### src/rtl/fp_norm_sequencer.sv
`default_nettype none
// ============================================================================
// fp_norm_sequencer : handshaked one-bit-per-clock normalizer for the FP adder
// Revision: 1.0
// ============================================================================
module fp_norm_sequencer #(
   parameter int EXP_W = 8,
   parameter int MAN_W = 24,
   parameter int SHC_W = 5
) (
   input  logic               clk,
   input  logic               rst_n,
   input  logic               in_valid,
   output logic               in_ready,
   input  logic               in_sign,
   input  logic               in_carry,
   input  logic [EXP_W-1:0]   in_exponent,
   input  logic [MAN_W:0]     in_mantissa,
   output logic               out_valid,
   input  logic               out_ready,
   output logic               out_sign,
   output logic [EXP_W-1:0]   out_exponent,
   output logic [MAN_W-1:0]   out_mantissa,
   output logic [SHC_W-1:0]   out_shifts,
   output logic               out_zero,
   output logic               out_underflow,
   output logic               out_overflow
);

   typedef enum logic [1:0] {
      S_IDLE  = 2'd0,
      S_SHIFT = 2'd1,
      S_DONE  = 2'd2
   } state_t;

   localparam logic [EXP_W-1:0] EXP_ONE    = EXP_W'(1);
   localparam logic [EXP_W-1:0] EXP_ONES   = {EXP_W{1'b1}};
   localparam logic [EXP_W-1:0] EXP_OVF_TH = {{(EXP_W-1){1'b1}}, 1'b0};
   localparam logic [SHC_W-1:0] SHC_ONE    = SHC_W'(1);

   state_t             state_q;
   logic               sign_q;
   logic [EXP_W-1:0]   exp_q;
   logic [MAN_W-1:0]   man_q;
   logic [SHC_W-1:0]   shc_q;
   logic               zero_q;
   logic               unf_q;
   logic               ovf_q;

   logic [EXP_W-1:0]   exp_inc_d;
   logic [EXP_W-1:0]   exp_dec_d;
   logic [MAN_W-1:0]   man_rsh_d;
   logic [MAN_W-1:0]   man_lsh_d;
   logic [SHC_W-1:0]   shc_inc_d;
   logic               accept;

   assign exp_inc_d = in_exponent + EXP_ONE;
   assign exp_dec_d = exp_q - EXP_ONE;
   assign man_rsh_d = in_mantissa[MAN_W:1];
   assign man_lsh_d = {man_q[MAN_W-2:0], 1'b0};
   assign shc_inc_d = shc_q + SHC_ONE;
   assign accept    = in_valid && (state_q == S_IDLE);

   always_ff @(posedge clk or negedge rst_n) begin
      if (!rst_n) begin
         state_q <= S_IDLE;
         sign_q  <= 1'b0;
         exp_q   <= '0;
         man_q   <= '0;
         shc_q   <= '0;
         zero_q  <= 1'b0;
         unf_q   <= 1'b0;
         ovf_q   <= 1'b0;
      end else begin
         case (state_q)
            S_IDLE: begin
               if (accept) begin
                  sign_q <= in_sign;
                  shc_q  <= '0;
                  zero_q <= 1'b0;
                  unf_q  <= 1'b0;
                  ovf_q  <= 1'b0;
                  state_q <= S_DONE;
                  if (in_carry) begin
                     // Saturate instead of letting exponent+1 reach or wrap past all-ones.
                     if (in_exponent >= EXP_OVF_TH) begin
                        exp_q <= EXP_ONES;
                        man_q <= '0;
                        ovf_q <= 1'b1;
                     end else begin
                        exp_q <= exp_inc_d;
                        man_q <= man_rsh_d;
                     end
                  end else if (in_mantissa == '0) begin
                     exp_q  <= '0;
                     man_q  <= '0;
                     zero_q <= 1'b1;
                  end else if (in_mantissa[MAN_W-1]) begin
                     exp_q <= in_exponent;
                     man_q <= in_mantissa[MAN_W-1:0];
                  end else if (in_exponent <= EXP_ONE) begin
                     exp_q <= '0;
                     man_q <= in_mantissa[MAN_W-1:0];
                     unf_q <= 1'b1;
                  end else begin
                     exp_q   <= in_exponent;
                     man_q   <= in_mantissa[MAN_W-1:0];
                     state_q <= S_SHIFT;
                  end
               end
            end

            S_SHIFT: begin
               // Exponent 1 cannot absorb another shift: leave a denormal.
               if (exp_q == EXP_ONE) begin
                  exp_q   <= '0;
                  unf_q   <= 1'b1;
                  state_q <= S_DONE;
               end else begin
                  man_q <= man_lsh_d;
                  exp_q <= exp_dec_d;
                  shc_q <= shc_inc_d;
                  if (man_q[MAN_W-2]) begin
                     state_q <= S_DONE;
                  end
               end
            end

            S_DONE: begin
               if (out_ready) begin
                  state_q <= S_IDLE;
               end
            end

            default: begin
               state_q <= S_IDLE;
            end
         endcase
      end
   end

   assign in_ready      = (state_q == S_IDLE);
   assign out_valid     = (state_q == S_DONE);
   assign out_sign      = sign_q;
   assign out_exponent  = exp_q;
   assign out_mantissa  = man_q;
   assign out_shifts    = shc_q;
   assign out_zero      = zero_q;
   assign out_underflow = unf_q;
   assign out_overflow  = ovf_q;

endmodule
`default_nettype wire
### config.mk
export PLATFORM = sky130hd
export DESIGN_NAME = fp_norm_sequencer
export DESIGN_NICKNAME = d
export VERILOG_FILES = /design/src/rtl/fp_norm_sequencer.sv
export SDC_FILE = /design/constraint.sdc
export NUM_CORES = 1
export LEC_CHECK = 0
export ABC_AREA = 0
export CORE_UTILIZATION = 40
export CTS_BUF_LIST = sky130_fd_sc_hd__clkbuf_8
export DETAILED_ROUTE_END_ITERATION = 6
export MAX_ROUTING_LAYER = met4
export PLACE_DENSITY = 0.8
export SETUP_SLACK_MARGIN = 0.3
export SLEW_MARGIN = 20
export SYNTH_ARGS = -nofsm -noshare
export SYNTH_HDL_FRONTEND = slang
export SYNTH_SLANG_ARGS = --single-unit
### constraint.sdc
create_clock -name clk -period 2.2 [get_ports clk]
set_clock_uncertainty 0.2 [all_clocks]
set_input_delay 0.33 -clock clk [delete_from_list [all_inputs] [get_ports clk]]
set_output_delay 0.33 -clock clk [all_outputs]
set_load 0.005 [all_outputs]
==> impl_metrics.yaml <==
run_status:
  status: "completed"
timing:
  final_period_util_pct: 92.2
  relSlewSlack_pct: 66.0
  finalHoldWorstSlack_ns: 0.251
  rsz_0062_raised_after_global_routing: "true"
  maxClockFrequency_mhz: 493
  totalNegativeSetupSlack_ns: 0
  setup-violations-final: 0
  min_period_ns: 2.03
  final-max-slew-violation-count: 0
  max_slew.worst_pin.slew_ns: 0.509
  final_hold_viol_count: 0
cts:
  cts_buffer_depth: 2
  cts_tree: "yes"
  htree_num_levels: 2
  clock-root-buffer: "sky130_fd_sc_hd__clkbuf_8"
  post_cts_clock_slew_at_the_launch_and_capture_registers_of_the_worst_setup_and_hold_paths_ns: 0.08
  worstSkewPairLatency_ns: 0.32
  clock_sinks: 43
  numCtsBuffers: 5
hold_path:
  min-delay-start: "in_mantissa[8]"
  timing.hold.worst_endpoint: "out_mantissa[7]"
  worst_hold_path.num_cells: 3
  hp-class: "in2reg"
global_route:
  grt_overflow_total: 0
  grt_first_pass_wirelength_microns: 16000
  grt_pass1_vias: 3160
  gr-usage-all-layers_pct: 29.1
  antenna_violations_before_repair: 0
  pin_count_of_the_biggest_net_entering_global_routing: 25
power_and_ir_drop:
  pwr-share-comb_pct: 58.8
  p_leak_uw: 0.00209
  report.power.total_uw: 4950
  p_clk_share_pct: 10.6
  power-per-cell-area_mw_per_mm2: 1000
  swShare_pct: 41.2
  power_frac_seq_pct: 30.6
  ir_worst_vdd_mv: 0.715
  power.internal_uw: 2910
  netSwitchingPower_uw: 2040
placement:
  gp_congestion: 0.904
  io_buffer_count: 81
  dp_hpwl_microns: 6410
setup_path:
  path_class: "in2reg"
  worst_ep_required_time_ns: 2.18
  ff2ff_setup_slack_ns: 0.20
  cp.arrival_ns: 2.00
  worst_setup_path_start_kind: "primary input"
  rr_startpoint: "out_exponent[1]"
  worstPathMaxFanout: 4
  r2r_end: "out_exponent[4]"
  worst_setup_path_end_kind: "flop"
  r2r_cells: 8
layout:
  commonest_non_fill_non_tap_cell_in_the_layout: "sky130_fd_sc_hd__buf_4"
  layout-drive-gt1-share_pct: 39.2
  numnets_final: 509
  mostFrequentLayoutCells: "67 x sky130_fd_sc_hd__buf_4, 61 x sky130_fd_sc_hd__clkdlybuf4s50_1, 39 x sky130_fd_sc_hd__dfrtp_1, 25 x sky130_fd_sc_hd__o21ai_0, 19 x sky130_fd_sc_hd__nand2_1"
  syn_to_final_growth_pct: 84.8
  antenna-diode-count: 0
synthesis:
  postSynthNetCount: 346
  synthArstFlopShare_pct: 100
  synth_cell_type_count: 54
  synth_cell_area_sq_mm: 0.00267
  fraction_of_the_yosys_area_taken_by_sequential_cells_pct: 40.3
  synth_flop_cell: "sky130_fd_sc_hd__dfrtp_1"
  synth-seq-cells: 43
  synthesis.area_per_instance_sq_um: 8.91
  number_of_synthesized_flops_with_an_enable_pin: 0
  synth.yosys.warnings: 0
  synthCells: 300
drt:
  wl_per_cell_microns: 23.4
  viasPerCell: 6.56
  drt_drc_violations_left: 0
  drt_iter0_drc: 354
  detail_route.wirelength_microns: 12700
  route.vias.total: 3551
  drt.antenna.violating_nets: 0
  firstDrtPassIters: 7
floorplanning:
  rows: 29
  die_extent_in_y_microns: 83.7
  floorplan.core_area_sq_mm: 0.00639
  die-area_sq_mm: 0.00701
  initial_core_util_pct: 41.8
  design.portCount: 82
  dieWidth_microns: 83.7
job:
  cap_viol_max_count: 0
-- critical path, cell delays in order --
cell and delay, ns:
sky130_fd_sc_hd__clkdlybuf4s50_1 0.45, sky130_fd_sc_hd__nor4_2 0.33, sky130_fd_sc_hd__nand3_1 0.24, sky130_fd_sc_hd__buf_6 0.20, sky130_fd_sc_hd__o21ai_1 0.16, sky130_fd_sc_hd__buf_4 0.17, sky130_fd_sc_hd__o2111ai_1 0.11
-- state kept, by name (all words and copies together) (netlist names) --
signal and flops:
out_overflow 1, out_exponent 8, state_q 2, out_underflow 1
out_zero 1, out_mantissa 24, out_shifts 5, out_sign 1
-- synth_stat cells (5+ instances only) --
cell	n	area share, %
sky130_fd_sc_hd__a21oi_1	7	1.3
sky130_fd_sc_hd__a221oi_1	26	8.5
sky130_fd_sc_hd__a31oi_1	5	1.2
sky130_fd_sc_hd__buf_2	6	1.1
sky130_fd_sc_hd__clkbuf_1	9	1.3
sky130_fd_sc_hd__dfrtp_1	43	40
sky130_fd_sc_hd__ha_1	7	3.3
sky130_fd_sc_hd__inv_1	8	1.1
sky130_fd_sc_hd__nand2_1	29	4.1
sky130_fd_sc_hd__nand3_1	5	0.94
sky130_fd_sc_hd__nor2_1	18	2.5
sky130_fd_sc_hd__nor3_1	16	3.0
sky130_fd_sc_hd__nor4_1	7	1.6
sky130_fd_sc_hd__o21ai_0	47	8.8
-- logic make-up (layout without fill, tap and decap cells) --
family / after synthesis / count (layout) / share of synthesized area [%]
mux: 2 / 2 / 0.796
flops: 43 / 43 / 40.3
simple gates: 103 / 103 / 20.9
xor+xnor: 2 / 2 / 0.656
buf+inv: 26 / 190 / 4.49
fa+ha+maj: 7 / 7 / 3.28
compound gates: 117 / 117 / 29.6
-- power groups by stage --
stage | sequential (uW) | clock [uW] | combinational (uW)
after floorplan | 1420 | 0 | 843
after global placement | 1460 | 0 | 1940
after detailed placement | 1460 | 0 | 1980
after CTS | 1440 | 512 | 2210
after global routing | 1540 | 560 | 3070
final | 1510 | 524 | 2910
-- area by class of cell --
type                       instances  area [sq um]
tap                               77          96.3
inverter                           9          33.8
multi-input combinational        231          1930
clock inverter                     3          16.3
clock buffer                       5          68.8
timing repair buffer             173          1710
sequential                        43          1080
fill                             378          1450
-- how the worst max path moves through the flow --
stage | startpoint | end | slack, ns | depth (start not counted)
2_1_floorplan | in_exponent[0] | out_exponent[1] | 0.33 | 7
4_1_cts | out_exponent[2] | out_exponent[2] | 0.30 | 2
3_3_place_gp | in_mantissa[18] | state_q[1] | -0.13 | 7
6_report | in_mantissa[6] | out_exponent[5] | 0.17 | 7
3_5_place_dp | in_exponent[0] | out_mantissa[9] | -0.18 | 8
5_1_grt | in_mantissa[6] | out_exponent[5] | 0.12 | 7
-- metrics by stage --
stage	cell area (sq um)	utilization (%)	setup slack [ns]	instances
5_1_grt	4940	77.4	0.125	541
3_5_place_dp	3960	62.0	-0.180	495
4_1_cts	4400	69.0	0.301	517
3_3_place_gp	3960	62.0	-0.135	495
6_report	4940	77.4	0.172	541
2_1_floorplan	2690	-	0.333	300
-- routing by layer --
| metal | routed length, microns | up-vias | GRT usage, % |
|---|---|---|---|
| met5 | 0 | - | - |
| met2 | 5960 | 267 | 44.5 |
| met1 | 4720 | 1701 | 39.6 |
| met3 | 1250 | 91 | 4.55 |
| met4 | 734 | 0 | 9.40 |
| li1 | - | 1492 | - |
-- what timing repair did --
action / in CTS / in global routing
buffers inserted: 11 / 19
gates resized for setup: 66 / 90
pin swaps: 37 / 26
gates cloned: 2 / 5
endpoints found under the hold margin: 19 / 0
hold buffers: 1 / 0
endpoints found under the setup margin: 41 / 38
(Power assumes the default switching activity.)
